===== config.mk =====
export PLATFORM = sky130hd
export DESIGN_NAME = fwd_ctrl
export DESIGN_NICKNAME = d
export VERILOG_FILES = /design/src/rtl/fwd_ctrl.sv
export SDC_FILE = /design/constraint.sdc
export NUM_CORES = 1
export LEC_CHECK = 0
export CAP_MARGIN = 30
export CORE_ASPECT_RATIO = 1.4
export CORE_MARGIN = 3
export CORE_UTILIZATION = 40
export CTS_BUF_LIST = sky130_fd_sc_hd__clkbuf_8
export DETAILED_ROUTE_END_ITERATION = 12
export HOLD_SLACK_MARGIN = 0.15
export PLACE_DENSITY = 0.67
export SETUP_SLACK_MARGIN = 0.3
export SYNTH_ARGS = -nofsm -noshare
export SYNTH_HDL_FRONTEND = slang
export SYNTH_SLANG_ARGS = --single-unit

===== constraint.sdc =====
create_clock -name clock -period 2.8 [get_ports clock]
set_clock_uncertainty 0.2 [all_clocks]
set_input_delay 0.56 -clock clock [delete_from_list [all_inputs] [get_ports clock]]
set_output_delay 0.56 -clock clock [all_outputs]
set_load 0.02 [all_outputs]

===== src/rtl/fwd_ctrl.sv =====
// Forwarding control for a three-stage ID/EX/WB pipeline.
// Tracks the producer in EX and registers operand/store-data select codes for the consumer entering EX.
module fwd_ctrl #(
  parameter int CNT_W = 16
) (
  input  logic             clock,
  input  logic             reset,
  input  logic             io_id_valid,
  input  logic [4:0]       io_id_rs1,
  input  logic [4:0]       io_id_rs2,
  input  logic             io_id_uses_rs1,
  input  logic             io_id_uses_rs2,
  input  logic [4:0]       io_id_rd,
  input  logic             io_id_regwen,
  input  logic             io_id_is_load,
  input  logic             io_id_a_pc,
  input  logic             io_id_b_imm,
  input  logic             io_stall,
  input  logic             io_flush,
  input  logic             io_perf_clear,
  output logic [1:0]       io_a_sel,
  output logic [1:0]       io_b_sel,
  output logic [1:0]       io_rs2_sel,
  output logic             io_ex_valid,
  output logic [CNT_W-1:0] io_fwd_alu_cnt,
  output logic [CNT_W-1:0] io_fwd_mem_cnt
);

  // Select encodings shared by the A, B and store-data muxes in EX.
  localparam logic [1:0] SEL_REG = 2'd0;  // register file operand
  localparam logic [1:0] SEL_ALT = 2'd1;  // pc for A, immediate for B
  localparam logic [1:0] SEL_ALU = 2'd2;  // producer's ALU result
  localparam logic [1:0] SEL_MEM = 2'd3;  // producer's load data

  localparam logic [CNT_W-1:0] CNT_MAX = '1;

  // Producer currently in EX.
  logic [4:0]       ex_rd;
  logic             ex_regwen;
  logic             ex_is_load;
  logic             ex_valid;

  logic [1:0]       a_sel_q, b_sel_q, rs2_sel_q;
  logic [CNT_W-1:0] alu_cnt_q, mem_cnt_q;

  logic             producer_live;
  logic             hit_rs1, hit_rs2;
  logic [1:0]       fwd_code;
  logic [1:0]       fc_rs1, fc_rs2;
  logic [1:0]       a_sel_nxt, b_sel_nxt, rs2_sel_nxt;
  logic             rs1_counts, rs2_counts;
  logic             alu_inc, mem_inc;
  logic             advance;

  // NOTE: every always_comb output gets a default first so no path leaves it unassigned and infers a latch.
  always_comb begin
    producer_live = 1'b0;
    hit_rs1       = 1'b0;
    hit_rs2       = 1'b0;
    fwd_code      = SEL_REG;
    fc_rs1        = SEL_REG;
    fc_rs2        = SEL_REG;
    a_sel_nxt     = SEL_REG;
    b_sel_nxt     = SEL_REG;
    rs2_sel_nxt   = SEL_REG;
    rs1_counts    = 1'b0;
    rs2_counts    = 1'b0;
    alu_inc       = 1'b0;
    mem_inc       = 1'b0;

    // x0 is hardwired zero, so a write to it is never a real dependency.
    producer_live = ex_valid & ex_regwen & (ex_rd != 5'd0);
    fwd_code      = ex_is_load ? SEL_MEM : SEL_ALU;

    hit_rs1 = io_id_valid & producer_live & io_id_uses_rs1 & (ex_rd == io_id_rs1);
    hit_rs2 = io_id_valid & producer_live & io_id_uses_rs2 & (ex_rd == io_id_rs2);

    fc_rs1 = hit_rs1 ? fwd_code : SEL_REG;
    fc_rs2 = hit_rs2 ? fwd_code : SEL_REG;

    if (io_id_valid) begin
      a_sel_nxt   = io_id_a_pc  ? SEL_ALT : fc_rs1;
      b_sel_nxt   = io_id_b_imm ? SEL_ALT : fc_rs2;
      // Store data still needs the forwarded rs2 when B carries the offset.
      rs2_sel_nxt = fc_rs2;
    end

    // rs2 always feeds rs2_sel, so its forward is used even behind an immediate.
    rs1_counts = hit_rs1 & ~io_id_a_pc;
    rs2_counts = hit_rs2;

    alu_inc = (rs1_counts & (fc_rs1 == SEL_ALU)) | (rs2_counts & (fc_rs2 == SEL_ALU));
    mem_inc = (rs1_counts & (fc_rs1 == SEL_MEM)) | (rs2_counts & (fc_rs2 == SEL_MEM));
  end

  assign advance = ~io_stall & ~io_flush;

  // NOTE: state is written with non-blocking assignments so every register samples pre-edge values.
  always_ff @(posedge clock) begin
    if (reset) begin
      ex_rd      <= 5'd0;
      ex_regwen  <= 1'b0;
      ex_is_load <= 1'b0;
      ex_valid   <= 1'b0;
      a_sel_q    <= SEL_REG;
      b_sel_q    <= SEL_REG;
      rs2_sel_q  <= SEL_REG;
      alu_cnt_q  <= '0;
      mem_cnt_q  <= '0;
    end else begin
      // Flush wins over stall: the squashed instruction enters EX as a bubble.
      if (io_flush) begin
        ex_valid  <= 1'b0;
        ex_regwen <= 1'b0;
        a_sel_q   <= SEL_REG;
        b_sel_q   <= SEL_REG;
        rs2_sel_q <= SEL_REG;
      end else if (!io_stall) begin
        ex_rd      <= io_id_rd;
        ex_regwen  <= io_id_regwen;
        ex_is_load <= io_id_is_load;
        ex_valid   <= io_id_valid;
        a_sel_q    <= a_sel_nxt;
        b_sel_q    <= b_sel_nxt;
        rs2_sel_q  <= rs2_sel_nxt;
      end

      if (io_perf_clear) begin
        alu_cnt_q <= '0;
        mem_cnt_q <= '0;
      end else if (advance) begin
        if (alu_inc && (alu_cnt_q != CNT_MAX)) alu_cnt_q <= alu_cnt_q + CNT_W'(1);
        if (mem_inc && (mem_cnt_q != CNT_MAX)) mem_cnt_q <= mem_cnt_q + CNT_W'(1);
      end
    end
  end

  assign io_a_sel       = a_sel_q;
  assign io_b_sel       = b_sel_q;
  assign io_rs2_sel     = rs2_sel_q;
  assign io_ex_valid    = ex_valid;
  assign io_fwd_alu_cnt = alu_cnt_q;
  assign io_fwd_mem_cnt = mem_cnt_q;

endmodule


==> results.txt <==
status = completed
synthesized area = 2248 sq um
ys async rst share = 0%
RSZ-0062 raised after global routing = true
Die X = 69.37 um
Synth Net Count = 304
Distinct cells, synth = 33
final global-route overflow total = 0
n_diodes = 0
Worst-path clk slew = 90 ps
post-synthesis mux area share = 0.8904%
Final Critical Period = 2399 ps
Clock Root Buffer = clkbuf_8
Detailed Route WL = 5.882 mm
CTS buffer count = 5
top post-synthesis cells by count = dfxtp_1, nand2_1, a21oi_1
Avg Inst Size Synth = 8.176 sq um
largest net degree at the start of global routing = 16
clk_lat worst skew = 300 ps
Final Slew Violations = 0
Final Non-Filler Cells = 428
Final Util = 62.16%
synth top area cells = dfxtp_1, a21oi_1, nand2_1
layout cells sized above 1 = 14.09%
peak supply drop = 400.0 uV
Via density = 5.320
initial antenna violation count = 0
Slew @ Worst Pin = 547.6 ps
first-pass GRT wire length = 9.901 mm
drt wl/cell = 13.74 um
Post-Synth XOR/XNOR Area = 7.401%
hold crit path type = register to register
Post-synth EDFFs = 0
Max FO, Critical Path = 6
vias in the first global route = 2,188
crit path from = io_id_rs1[3]
DP Wirelength = 4.367 mm
Initial Util = 42.31%
Final Total Pwr = 1.186 mW
Fin. Hold Viols = 0
fin crit share = 85.69%
worst-case reg-to-reg path depth = 8
First DRT Iteration DRCs = 55
Adder-Cell Fraction of Synth Area = 1.113%
Yosys Warn Count = 0
H-tree levels = 2
Synth Area in Compound Gates = 19.59%
via count = 2,277
Pre-Repair DR Iteration Count = 6
number of core rows = 31
Synth Register Bits = 46
hold path start = io_a_sel[0]
post-synth top area cell = dfxtp_1
clk sinks = 46
cells after synthesis = 275
IO buf count = 65
Die Y = 94.71 um
Synth top area share = 40.96%
max cap viols = 0
core box area = 5314 sq um
CP Launch Type = input pin
DIE AREA = 6570 sq um
simple-gate area share of the yosys netlist = 26.49%
cts hold-fix bufs = 0
residual DRC count = 0
CP endpoint kind = register
Hold Crit Depth = 2
number of setup violations in the final report = 0
PwrDens = 359.2 nW/um^2
predominant post-synthesis flop cell = dfxtp_1
Fmax = 416.8 MHz
relative slew slack = 63.16%
Seq/Total Area, Yosys = 40.96%
final net count = 390
hold_ws = 268.1 ps
area delta synth->final = 46.91%
Final Wtd Congestion = 0.8366
P_leak = 1.126 nW
largest family of logic cells by synthesized area = simple AND/OR/NAND/NOR gates
cell count after placement = 415
Final ANT Viol Nets = 0
top-count cell post-synth = dfxtp_1
I/O pins = 66
clock tree buffer depth = 2
final worst setup slack = 400.8 ps
RR Startpoint = io_fwd_alu_cnt[0]
Setup CP Type = input pin to register
CTS tree = yes
post-placement setup slack = -117.3 ps
Global Route Usage Sum = 18.38%
data required time of the critical path = 2840 ps
Arrival @ worst endpoint = 2440 ps
==> final cells by class <==
| type | count | area (sq um) |
|---|---|---|
| Clock buffer | 6 | 82.58 |
| Multi-Input combinational cell | 210 | 1319 |
| Sequential cell | 46 | 920.9 |
| Inverter | 6 | 22.52 |
| Tap cell | 66 | 82.58 |
| Timing Repair Buffer | 92 | 867.1 |
| Clock inverter | 2 | 8.758 |
| Fill cell | 458 | 2011 |
==> repair_timing <==
item	CTS	global route
setup buffers	2	3
resized for setup	7	16
setup endpoints to repair	11	22
pin swaps	8	9
==> stage by stage <==
step	setup TNS [ps]	area, sq um
after global placement	-497.3	3100
after global routing	0	3303
after floorplan	0	2260
after CTS	0	3206
final	0	3303
after detailed placement	-808.8	3100
==> state kept, by name, summed over array words and instances (netlist names) <==
register / cells
io_ex_valid: 1
ex_is_load: 1
io_rs2_sel: 2
io_fwd_mem_cnt: 16
io_b_sel: 2
ex_regwen: 1
io_a_sel: 2
io_fwd_alu_cnt: 16
ex_rd: 5
==> cells in the final DEF (no fill, tap or decap), drive strengths merged, types with 6 or more instances in the layout <==
master	instances
nand2	35
xor2	12
dfxtp	46
nand4	7
nor2	20
o211ai	10
inv	7
o21ai	13
a21oi	29
o31ai	6
buf	27
nor3	6
or4	7
or3	11
o21a	9
xnor2	7
clkdlybuf4s50	55
clkbuf	6
nand3	13
==> cells by family after synthesis <==
kind of cell | count (synthesis)
buffers and inverters | 19
adders and majority gates | 2
DFF | 46
xor gates and xnor gates | 19
AOI/OAI and AO/OA | 72
muxes | 2
and+or+nand+nor | 115
==> per-layer routing <==
layer	part of all wire (%)	up-vias	track usage (%)
li1	-	1161	-
met1	44	1051	21.98
met2	49	57	31.45
met3	5.1	8	5.005
met4	1.7	0	6.840
met5	0	-	0
==> worst max-delay path, cell delays in order <==
cell and delay, ps:
clkdlybuf4s50_1 470, xnor2_1 110, nand4_1 150, nor3_2 140, buf_4 180, buf_6 120
o211ai_1 160, or3_1 420, a21oi_2 120
==> report_power, final <==
group	switching (mW)	internal [mW]
Sequential	0.00660	0.659
Combinational	0.0456	0.0565
Clock	0.223	0.196
==> path summary, 6_finish.rpt <==
check                            end  slack [ps]
setup / recovery  io_fwd_alu_cnt[14]         400
setup reg to reg  io_fwd_alu_cnt[14]         450
hold reg to reg          io_a_sel[0]         270
hold / removal           io_a_sel[0]         270
No activity file was read; power rests on OpenSTA's default activity.
